$ cat src/rtl/traffic_pkg.sv
// Shared types and constants for the traffic-light codebase.
// The FAULT detection state is only reachable when SENSOR_STUCK_DET_EN is defined.
package traffic_pkg;

  localparam int TRAFFIC_CNT_W = 3;

  typedef enum logic [2:0] {
    IDLE,
    ARM,
    OCC,
    REL,
    FAULT
  } det_state_t;

  typedef enum logic [1:0] {
    LIGHT_GREEN,
    LIGHT_YELLOW,
    LIGHT_RED
  } lightState;

  typedef enum logic [1:0] {
    MEM_NOP,
    MEM_READ,
    MEM_WRITE
  } mem_op;

  // Car counter increment that sticks at all-ones instead of wrapping.
  function automatic logic [TRAFFIC_CNT_W-1:0] sat_inc(input logic [TRAFFIC_CNT_W-1:0] v);
    logic [TRAFFIC_CNT_W-1:0] max_v;
    max_v = '1;
    return (v == max_v) ? v : v + 1'b1;
  endfunction

endpackage

$ cat src/rtl/lane_detector.sv
// One lane's loop debouncer: IDLE/ARM/OCC/REL FSM emitting a one-cycle car_pulse per car.
// With SENSOR_STUCK_DET_EN defined, a lane occupied too long enters FAULT and raises fault.
module lane_detector
  import traffic_pkg::*;
#(
  parameter int DEBOUNCE = 3,
  parameter int STUCK    = 240
) (
  input  logic clk,
  input  logic rstn,
  input  logic loop_level,
  output logic car_pulse,
  output logic fault
);

  localparam int DB_W = (DEBOUNCE > 1) ? $clog2(DEBOUNCE + 1) : 1;
  localparam logic [DB_W-1:0] DB_LAST = DB_W'(DEBOUNCE - 1);

  det_state_t state;
  logic [DB_W-1:0] db_cnt;

`ifdef SENSOR_STUCK_DET_EN
  localparam int ST_W = $clog2(STUCK + 1);
  localparam logic [ST_W-1:0] ST_LAST = ST_W'(STUCK);
  logic [ST_W-1:0] stuck_cnt;
`else
  assign fault = (STUCK < 0);
`endif

  // db_cnt holds the length of the current run of identical samples, the entry sample included.
  always_ff @(posedge clk) begin
    if (!rstn) begin
      state     <= IDLE;
      db_cnt    <= '0;
      car_pulse <= 1'b0;
`ifdef SENSOR_STUCK_DET_EN
      stuck_cnt <= '0;
      fault     <= 1'b0;
`endif
    end else begin
      car_pulse <= 1'b0;
      case (state)
        IDLE: begin
          if (loop_level) begin
            db_cnt <= DB_W'(1);
            if (DEBOUNCE <= 1) begin
              state     <= OCC;
              car_pulse <= 1'b1;
`ifdef SENSOR_STUCK_DET_EN
              stuck_cnt <= '0;
`endif
            end else begin
              state <= ARM;
            end
          end
        end
        ARM: begin
          if (!loop_level) begin
            state <= IDLE;
          end else if (db_cnt == DB_LAST) begin
            state     <= OCC;
            car_pulse <= 1'b1;
`ifdef SENSOR_STUCK_DET_EN
            stuck_cnt <= '0;
`endif
          end else begin
            db_cnt <= db_cnt + 1'b1;
          end
        end
        OCC: begin
          if (!loop_level) begin
            db_cnt <= DB_W'(1);
            if (DEBOUNCE <= 1) state <= IDLE;
            else               state <= REL;
          end
`ifdef SENSOR_STUCK_DET_EN
          else if (stuck_cnt == ST_LAST) begin
            state  <= FAULT;
            fault  <= 1'b1;
            db_cnt <= '0;
          end else begin
            stuck_cnt <= stuck_cnt + 1'b1;
          end
`endif
        end
        REL: begin
          if (loop_level) begin
            state <= OCC;
`ifdef SENSOR_STUCK_DET_EN
            stuck_cnt <= '0;
`endif
          end else if (db_cnt == DB_LAST) begin
            state <= IDLE;
          end else begin
            db_cnt <= db_cnt + 1'b1;
          end
        end
`ifdef SENSOR_STUCK_DET_EN
        FAULT: begin
          if (loop_level) begin
            db_cnt <= '0;
          end else if (db_cnt == DB_LAST) begin
            state <= IDLE;
            fault <= 1'b0;
          end else begin
            db_cnt <= db_cnt + 1'b1;
          end
        end
`endif
        default: state <= IDLE;
      endcase
    end
  end

endmodule

$ cat src/rtl/traffic_sensor.sv
// Two-lane loop sensor producing per-window car counts for the traffic light controller.
// Stuck-lane detection is compiled in with SENSOR_STUCK_DET_EN; otherwise *_fault stays 0.
module traffic_sensor
  import traffic_pkg::*;
#(
  parameter int DEBOUNCE = 3,
  parameter int WINDOW   = 60,
  parameter int STUCK    = 240
) (
  input  logic                     clk,
  input  logic                     rstn,
  input  logic                     main_loop,
  input  logic                     country_loop,
  output logic [TRAFFIC_CNT_W-1:0] main_traffic,
  output logic [TRAFFIC_CNT_W-1:0] country_traffic,
  output logic                     count_valid,
  output logic                     main_sat,
  output logic                     country_sat,
  output logic                     main_fault,
  output logic                     country_fault
);

  localparam int WIN_W = (WINDOW > 1) ? $clog2(WINDOW) : 1;
  localparam logic [WIN_W-1:0] WIN_LAST = WIN_W'(WINDOW - 1);
  localparam logic [TRAFFIC_CNT_W-1:0] CNT_MAX = '1;

  logic main_pulse, country_pulse;
  logic [WIN_W-1:0] win_cnt;
  logic win_close;
  logic [TRAFFIC_CNT_W-1:0] main_acc, country_acc;
  logic [TRAFFIC_CNT_W-1:0] main_acc_nxt, country_acc_nxt;
  logic main_sat_acc, country_sat_acc;
  logic main_sat_nxt, country_sat_nxt;
  logic main_cnt_en, country_cnt_en;

  lane_detector #(.DEBOUNCE(DEBOUNCE), .STUCK(STUCK)) u_main_lane (
    .clk        (clk),
    .rstn       (rstn),
    .loop_level (main_loop),
    .car_pulse  (main_pulse),
    .fault      (main_fault)
  );

  lane_detector #(.DEBOUNCE(DEBOUNCE), .STUCK(STUCK)) u_country_lane (
    .clk        (clk),
    .rstn       (rstn),
    .loop_level (country_loop),
    .car_pulse  (country_pulse),
    .fault      (country_fault)
  );

  // Next accumulator values include a car arriving on this edge, so the close edge counts it.
  always_comb begin
    win_close       = (win_cnt == WIN_LAST);
    main_cnt_en     = main_pulse & ~main_fault;
    country_cnt_en  = country_pulse & ~country_fault;
    main_acc_nxt    = main_cnt_en ? sat_inc(main_acc) : main_acc;
    country_acc_nxt = country_cnt_en ? sat_inc(country_acc) : country_acc;
    main_sat_nxt    = main_sat_acc | (main_cnt_en & (main_acc == CNT_MAX));
    country_sat_nxt = country_sat_acc | (country_cnt_en & (country_acc == CNT_MAX));
  end

  always_ff @(posedge clk) begin
    if (!rstn) begin
      win_cnt         <= '0;
      main_acc        <= '0;
      country_acc     <= '0;
      main_sat_acc    <= 1'b0;
      country_sat_acc <= 1'b0;
      main_traffic    <= '0;
      country_traffic <= '0;
      main_sat        <= 1'b0;
      country_sat     <= 1'b0;
      count_valid     <= 1'b0;
    end else begin
      count_valid <= win_close;
      if (win_close) begin
        win_cnt         <= '0;
        main_traffic    <= main_fault ? '0 : main_acc_nxt;
        country_traffic <= country_fault ? '0 : country_acc_nxt;
        main_sat        <= main_fault ? 1'b0 : main_sat_nxt;
        country_sat     <= country_fault ? 1'b0 : country_sat_nxt;
        main_acc        <= '0;
        country_acc     <= '0;
        main_sat_acc    <= 1'b0;
        country_sat_acc <= 1'b0;
      end else begin
        win_cnt         <= win_cnt + 1'b1;
        main_acc        <= main_acc_nxt;
        country_acc     <= country_acc_nxt;
        main_sat_acc    <= main_sat_nxt;
        country_sat_acc <= country_sat_nxt;
      end
    end
  end

endmodule

$ cat config.mk
export PLATFORM = sky130hd
export DESIGN_NAME = traffic_sensor
export DESIGN_NICKNAME = d
export VERILOG_FILES = /design/src/rtl/traffic_pkg.sv /design/src/rtl/lane_detector.sv /design/src/rtl/traffic_sensor.sv
export SDC_FILE = /design/constraint.sdc
export NUM_CORES = 1
export LEC_CHECK = 0
export ABC_AREA = 1
export BUFFER_PORTS_ARGS = -buffer_cell sky130_fd_sc_hd__buf_4
export CORE_MARGIN = 2
export CORE_UTILIZATION = 40
export DETAILED_ROUTE_END_ITERATION = 8
export PLACE_DENSITY = 0.57
export SLEW_MARGIN = 20
export SYNTH_ARGS = -nofsm -noshare
export SYNTH_HDL_FRONTEND = slang
export SYNTH_SLANG_ARGS = --single-unit
$ cat constraint.sdc
create_clock -name clk -period 1.85 [get_ports clk]
set_clock_uncertainty 0.1 [all_clocks]
set_input_delay 0.0925 -clock clk [delete_from_list [all_inputs] [get_ports clk]]
set_output_delay 0.0925 -clock clk [all_outputs]
set_load 0.01 [all_outputs]
==> run summary, run 1 <==
In this run the static leakage power is 0.000760 uW. Setup repair after global routing left no endpoint under its margin. The width of the die came out at 62.6 um. The via count of the first global-routing pass is 1035.

The footprint of the multi-input gates came out at 603 um^2. The biggest area contributor in the post-synthesis netlist is dfxtp_1. After routing the design area is 1610 um^2.

Clock latency on the worst-skew pair, taken at its later pin, is 0.33 ns. Pin placement for this block handled 15 I/O pins. The critical path in this run is classified as reg2reg. The min-delay analysis places its worst path in the category reg2reg. The residual antenna-violating net count after detailed routing came out at 0. Walking the worst path, the cells encountered are ha_1 > nand2_2 > nor2_2 > nor2_2 > nand2_1 > nand2_1. The combined area of all synthesized cells is 1370 um^2. The effective utilization at floorplan came out at 41.5%. The maximum single-stage delay on the critical path came out at 0.38 ns. STA classifies the critical path startpoint as a flip-flop. The wire length of the first global-routing pass is 4260 um. The number of setup violations in the final report is 0. The antenna diode instance count is 0.

The overall global routing resource usage came out at 13.8%. The initial antenna violation count is 0. TritonCTS built the clock tree. Summed over its instances, the top area cell type makes up 48.1% of the synthesized netlist area. The flow ran to the end, and the final reports show no timing, DRC or antenna violations. The final layout contains 207 nets. After synthesis, flip-flops and latches occupy 48.1% of the total area. The number of buffers inserted by port buffering came out at 12.

The register-to-register setup slack is about 0.52 ns. The initial detailed-routing violation count came out at 36. The largest buffer count on any clock path is 2. The layout cell share with drive strength beyond 1 came out at 15.6%. By area the synthesized netlist is led by dfxtp_1, nand2_1, nor2_1.

The number of clock sinks came out at 33. The endpoint of the worst register-to-register path is country_traffic[2]. Measured in cells, the most critical reg-to-reg path has a length of 6. The layout filler cell count came out at 355.

The number of clock buffers added by TritonCTS is 5. In the final layout, flip-flops and latches occupy 661 um^2. Leaving out fill and tap cells, the most frequent cell in the layout is nand2_1.

The clock period minus final worst setup slack is between 1 and 1.5 ns. The per-cell via count in the routed design came out at 4.45. The number of cell rows is 21. The minimum setup slack after placement is 0.536 ns.

The routed via count came out at 1090. The core footprint came out at 3310 um^2. The number of distinct library cells after synthesis came out at 23.

The mean instance size in the synthesized netlist came out at between 7 and 8 um^2. The die span in y is about 63 um. The total die area is 3920 um^2. Along the worst path, the maximum fanout reaches 8. In this run the critical register-to-register path is launched from win_cnt[0]. The period utilization is 72.0%. The total global routing overflow came out at 0.

The routed length per instance came out at 9.68 um. The slack of the critical path is 0.519 ns. The H-tree depth is 2. The number of instances on the worst hold path came out at 2.

The path with the worst hold slack has its endpoint at main_traffic[1]. The final total negative setup slack came out at 0 ns. Power comes to 1370 uW. The area growth from synthesis to final layout came out at 17.1%.

The data arrival time at the worst-slack endpoint is 1.46 ns. The clock-pin slew reported for the worst setup and hold paths after clock tree synthesis is 0.10 ns. In this run the post-CTS setup repair buffer count came out at 0.

Synthesis produced 179 cells. The required time reported for the critical path endpoint is 1.98 ns. The total count of max-transition violations in the final report was 0. Across the run, the number of max-cap violations was 0. The routability-driven placement congestion ratio is between 0.7 and 0.8. The power density over the cells came out at approximately 850 nW/um^2. The master of the slowest instance on the critical path is dfxtp_1. The largest net degree at the start of global routing is 14.

IR analysis of the VDD net gives a maximum drop of 0.492 mV. The number of gates resized after CTS came out at 0. Cells fill between 40 and 50% of the core in the end. Once placement finished, the instance area stood at 1490 um^2. The estimated wirelength of the detail-placed design is ~1800 um. For this block, the routed nets add up to 2370 um of wire. The maximum clock rate came out at 0.751 GHz. The number of warnings issued by yosys came out at 0. The count of TritonRoute iterations in the first routing pass came out at 4.

Leaving out fill and tap cells, the most frequent cells in the layout are nand2_1, dfxtp_1, nor2_1. The total of flip-flops plus latches after synthesis is 33. The root cell of the clock tree is clkbuf_4. The source of the worst hold timing path is main_traffic[1].

The final number of hold-violating endpoints was 0. The residual DRC count is 0. STA classifies the critical path endpoint as a flip-flop.
[power breakdown]
group / switching [uW] / total [uW] / internal (uW)
Clock: 228 / 551 / 323
Sequential: 12.2 / 740 / 728
Combinational: 51.4 / 83.8 / 32.4
[area by class of cell]
type | instances | area share, %
Timing Repair Buffer | 15 | 7.47
Inverter | 22 | 5.13
Clock buffer | 7 | 3.42
Sequential cell | 33 | 41.1
Tap cell | 46 | 3.58
Clock inverter | 1 | 1.87
Multi-Input combinational cell | 121 | 37.5
[layer usage]
metal | up-vias | routed length (um) | GRT usage, %
met3 | 2 | 108 | 6.31
met1 | 483 | 1080 | 14.4
met4 | 0 | 17 | 5.00
met2 | 16 | 1170 | 24.5
met5 | - | 0 | 0
li1 | 589 | - | -
[metrics by stage]
| step | instances | hold slack, ns |
|---|---|---|
| 2_1_floorplan | 180 | 0.134 |
| 3_5_place_dp | 234 | 0.286 |
| 4_1_cts | 245 | 0.360 |
| 6_report | 245 | 0.356 |
| 3_3_place_gp | 234 | 0.269 |
| 5_1_grt | 245 | 0.367 |
[logic make-up (layout without fill, tap and decap cells)]
group	Yosys count	count (layout)	share of synthesized area, %
compound gates	13	13	5.19
other cells	1	2	0.273
fa+ha+maj	5	5	4.55
xor+xnor	2	2	1.28
flops	33	33	48.1
buf+inv	26	45	8.29
simple gates	99	99	32.3
[synth_stat cells]
cell type / n
a211oi_1: 1
a21oi_1: 8
nand3_1: 11
nor3_1: 1
xor2_1: 2
nand3b_1: 4
buf_6: 1
dfxtp_1: 33
o21ai_0: 3
inv_2: 3
nor4_1: 1
a21oi_2: 1
nor2_1: 24
nand2_4: 2
nor2_2: 2
inv_1: 19
ha_1: 5
buf_2: 1
conb_1: 1
nand2_1: 50
nand2_2: 2
buf_4: 2
nor2_4: 2
[registers in the layout, summed over array words and instances (netlist names), 2 cells and up, named ones only]
register               cells
country_traffic            3
u_country_lane.db_cnt      2
main_acc                   3
country_acc                3
win_cnt                    6
u_main_lane.db_cnt         2
main_traffic               3
[repair_timing]
action | CTS | global route
hold buffers | 3 | 0
endpoints found under the setup margin | 0 | 0
hold endpoints to repair | 9 | 0
[worst max path at each step]
stage	startpoint	endpoint	slack, ns
2_1_floorplan	win_cnt[0]	main_traffic[1]	0.67
4_1_cts	win_cnt[0]	country_traffic[2]	0.51
3_5_place_dp	win_cnt[0]	country_traffic[2]	0.54
5_1_grt	win_cnt[0]	country_traffic[1]	0.36
3_3_place_gp	win_cnt[0]	country_traffic[2]	0.61
6_report	win_cnt[0]	country_traffic[2]	0.52
[critical path, delay by kind of cell, from the launching register on]
family        cells  cell delay (ns)
simple gates      5             0.53
fa+ha+maj         1             0.22
flops             1             0.38
No activity file was read; power rests on OpenSTA's default activity.
==> run 2, diff against run 1 <==
--- a/config.mk
+++ b/config.mk
@@ -5,12 +5,12 @@
 export SDC_FILE = /design/constraint.sdc
 export NUM_CORES = 1
 export LEC_CHECK = 0
-export ABC_AREA = 1
+export ABC_AREA = 0
 export BUFFER_PORTS_ARGS = -buffer_cell sky130_fd_sc_hd__buf_4
 export CORE_MARGIN = 2
 export CORE_UTILIZATION = 40
 export DETAILED_ROUTE_END_ITERATION = 8
-export PLACE_DENSITY = 0.57
+export PLACE_DENSITY = 0.6
 export SLEW_MARGIN = 20
 export SYNTH_ARGS = -nofsm -noshare
 export SYNTH_HDL_FRONTEND = slang
==> constraint.sdc (replaced) <==
create_clock -name clk -period 1.2 [get_ports clk]
set_clock_uncertainty 0.1 [all_clocks]
set_input_delay 0.06 -clock clk [delete_from_list [all_inputs] [get_ports clk]]
set_output_delay 0.06 -clock clk [all_outputs]
set_load 0.01 [all_outputs]
==> run 2 against run 1 <==
  * Maximum frequency up 0.83%
  * Clock-buffer cell count is the same
  * Highest routed layer unchanged
  * Sequential cell count unchanged
  * Via count shrank 7.9%
  * Sequential power rose by 54%
  * Combinational power grew 97%
  * Global-route usage is 1.7 points higher
  * Critical endpoint is now main_sat
  * Synthesized cell count is 34% lower
  * The flow now finishes with violations (setup timing)
  * Register-to-register slack got worse by 0.64 ns
  * Non-clock buffer count rose by 21
  * Core utilization up 12 points
  * Largest cell class is now multi-input gates
==> run summary, run 2 <==
The residual antenna-violating net count after detailed routing is 0. Clock tree synthesis inserted a total of 5 buffers. The clock period minus final worst setup slack is 1.32 ns. The final total negative setup slack came out at -1.88 ns.

The most frequently used flop master after synthesis is dfxtp_1. Summing all placed instances gives a cell area of roughly 1500 um^2. The width of the die came out at 60.2 um.

The parity-gate share of the synthesized area counting xor and xnor cells is 4.86%. The detailed router placed 1004 vias in this run. The detailed router used layers up to and including met4. The I/O pin count is 15. The mean instance size in the synthesized netlist is ~11 um^2.

The required time reported for the critical path endpoint came out at 1.32 ns. The cell type contributing the most total cell area after synthesis is dfxtp_1. Walking the worst path, the cells encountered are ha_4 > and4b_4 > a21boi_4 > buf_6 > o2bb2ai_2.

In the post-synthesis netlist, the biggest area contributors are dfxtp_1, o2bb2ai_1, ha_1. After detailed routing, the total wire length is 2490 um. Summing the areas of all compound-gate instances in the mapped netlist gives between 10% and 20% of the synthesized area. The data arrival time at the worst-slack endpoint is 1.44 ns. The share of Yosys cell area claimed by the top area cell type is 52.3%. The combined area of all synthesized cells is 1260 um^2. The library cell used most frequently in the layout, excluding fill and tap cells, is buf_4. The simple-gate portion of the synthesized area is 15.5%. Setup repair after global routing could not meet its margin everywhere. In the final layout, the share of cells above drive strength 1 is 45.3%. The number of buffers inserted by port buffering came out at 12. In the layout the commonest cells are buf_4, dfxtp_1, nor2_1. The sum of met2 wire segment lengths after detailed routing came out at 1350 um. The number of distinct library cells after synthesis came out at 30. The maximum single-stage delay on the critical path came out at 0.37 ns.

The total count of max-transition violations in the final report came out at 0. The total number of nets in the final design is ~170. Counting tap cells, the placed design contains a total of 185 instances. The filler-free cell count of the finished design came out at 203. The clock passes through at most 2 buffers.

Detailed placement finished with a half-perimeter wire length of 1630 um. The arithmetic-cell share of the synthesized area counting full adders, half adders and majority gates is 4.96%. The power density over the cells came out at 1190 nW/um^2. The register-to-register setup slack is -0.12 ns. The final number of hold-violating endpoints was 0. The async set-reset flop share out of synthesis is 0%. The count of TritonRoute iterations in the first routing pass is 3.

The number of standard cells after synthesis came out at approximately 120. Along the worst path, the maximum fanout reaches 5. The mux share of post-synthesis cell area came out at between 1.5 and 2%. The routed length per instance is 12.3 um.

The post-route met1 wirelength is 1030 um. In this run the clock root is driven by a clkbuf_4. The final reports fail on setup timing.

Across the VDD grid, the largest voltage drop is 0.649 mV. The leakage power total is roughly 0.00073 uW. The period utilization came out at 110%. The amount of wire on met3 after detailed routing came out at 72 um. By instance count, the leading cell after synthesis is dfxtp_1. The critical path is of the reg2reg type.

Clock-pin slew was measured on the worst setup and hold paths at 0.10 ns. The H-tree depth came out at 2. The overall global routing resource usage is 15.6%. The number of setup violations in the final report is 22. The tightest min-delay check is of the in2reg type. Measured along the y axis, the die boundary spans ~60 um. The clock reaches the later pin of the worst-skew pair after 0.33 ns. The endpoint kind of the worst setup timing path is a flip-flop. TritonCTS built the clock tree. After detailed routing, the number of remaining DRC violations is 0. The number of flip-flops in the largest register came out at 6.

The routability-driven placement congestion ratio is 0.744. The total die area is 3620 um^2. The main combinational cell family by area after synthesis is compound AO/OA/AOI/OAI gates.

The fraction of the yosys area taken by sequential cells is 52.3%. The slowest stage of the critical path belongs to the cell dfxtp_2. The wire length of the first global-routing pass came out at 4150 um. The largest net degree at the start of global routing is 14.

The overall power of the completed layout came out at roughly 2200 uW. The effective utilization at floorplan came out at a little over two fifths. The initial antenna violation count came out at 0.

The number of cell rows is 20. The synthesized design contains 33 register bits. The layout filler cell count came out at 249. The antenna diode instance count came out at 0. In this run, the number of DRC markers left after iteration 0 of detailed routing was 18.

The area growth from synthesis to final layout is 44.5%. The footprint of the multi-input gates is 711 um^2. Final hold analysis gives a worst-case slack of 0.121 ns.

Summing all flip-flop and latch instances after layout gives 671 um^2. Ranked by flip-flop count, first place goes to win_cnt. The slack of the critical path came out at -0.120 ns.

The finished layout cell area is ~1800 um^2. STA classifies the critical path startpoint as a flip-flop. The number of warnings issued by yosys is 0.

The number of clock sinks is 33. The number of max-capacitance violations reported came out at 0. The total global routing overflow came out at 0.

In this run the standard cell core region covers approximately 3000 um^2. The maximum clock rate is roughly 0.76 GHz. Counting instances in the post-synthesis netlist gives the leading cell types as dfxtp_1, nor2_1, o2bb2ai_1.

The run finished, with violations left. The per-cell via count in the routed design came out at 4.95. The via count of the first global-routing pass is a little under 1000. The number of enable-type register cells in the synthesized netlist is 0.
run 2: cell count changes after synthesis, moves of 5 or more:
cell	delta
nor2_1	-12
a21boi_0	+6
nand3_1	-7
o2bb2ai_1	+8
a21oi_1	-5
nand2_1	-43
inv_1	-16
run 2: metrics by stage:
stage               util [%]  setup slack, ns
floorplan                  -          -0.0584
global placement        50.1           -0.108
detailed placement      50.1           -0.151
CTS                     57.9           -0.115
global route            60.2           -0.175
finish                  60.2           -0.120
run 2: area by class of cell:
| class | count | area share, % |
|---|---|---|
| clock buffers | 7 | 3.02 |
| clock inverters | 1 | 1.65 |
| inverters | 3 | 0.617 |
| multi-input cells | 79 | 39.0 |
| flip-flops and latches | 33 | 36.8 |
| well taps | 44 | 3.02 |
| repair buffers | 36 | 16.0 |
run 2: kinds of logic (layout without fill, tap and decap cells):
kind of cell    count (synthesis)  after routing
buf+inv                         7             47
flops                          33             33
mux                             2              2
simple gates                   35             35
compound gates                 28             28
xor+xnor                        7              7
fa+ha+maj                       5              5
other cells                     1              2
run 2: final timing paths:
kind                                          from                     to  cells past startpoint
worst min-delay path                     main_loop  u_main_lane.car_pulse                      4
worst max register to register          win_cnt[1]               main_sat                      5
worst min register to register  country_traffic[0]     country_traffic[0]                      1
worst max-delay path                    win_cnt[1]               main_sat                      5
run 2: repair_timing:
action | CTS | global route
setup buffers | 6 | 1
pin swaps | 10 | 8
endpoints found under the setup margin | 27 | 27
hold buffers | 3 | 0
hold endpoints to repair | 10 | 0
resized for setup | 18 | 13
run 2: critical path, delay by kind of cell (launching register included):
kind | cells | cell delay, ns
DFF | 1 | 0.37
adders and majority gates | 1 | 0.14
AOI/OAI and AO/OA | 2 | 0.18
buffers and inverters | 1 | 0.14
and+or+nand+nor | 1 | 0.28
run 2: power by group:
group	internal (uW)	total, uW	switching, uW	leakage [uW]
Sequential	1120	1140	19.7	0.000271
Clock	498	861	364	0.0000455
Combinational	96.8	165	68.4	0.000409
run 2: routing by layer:
metal | global-route usage (%) | vias up
li1 | - | 502
met1 | 16.7 | 485
met2 | 27.6 | 12
met3 | 5.19 | 5
met4 | 6.67 | 0
met5 | 0 | -
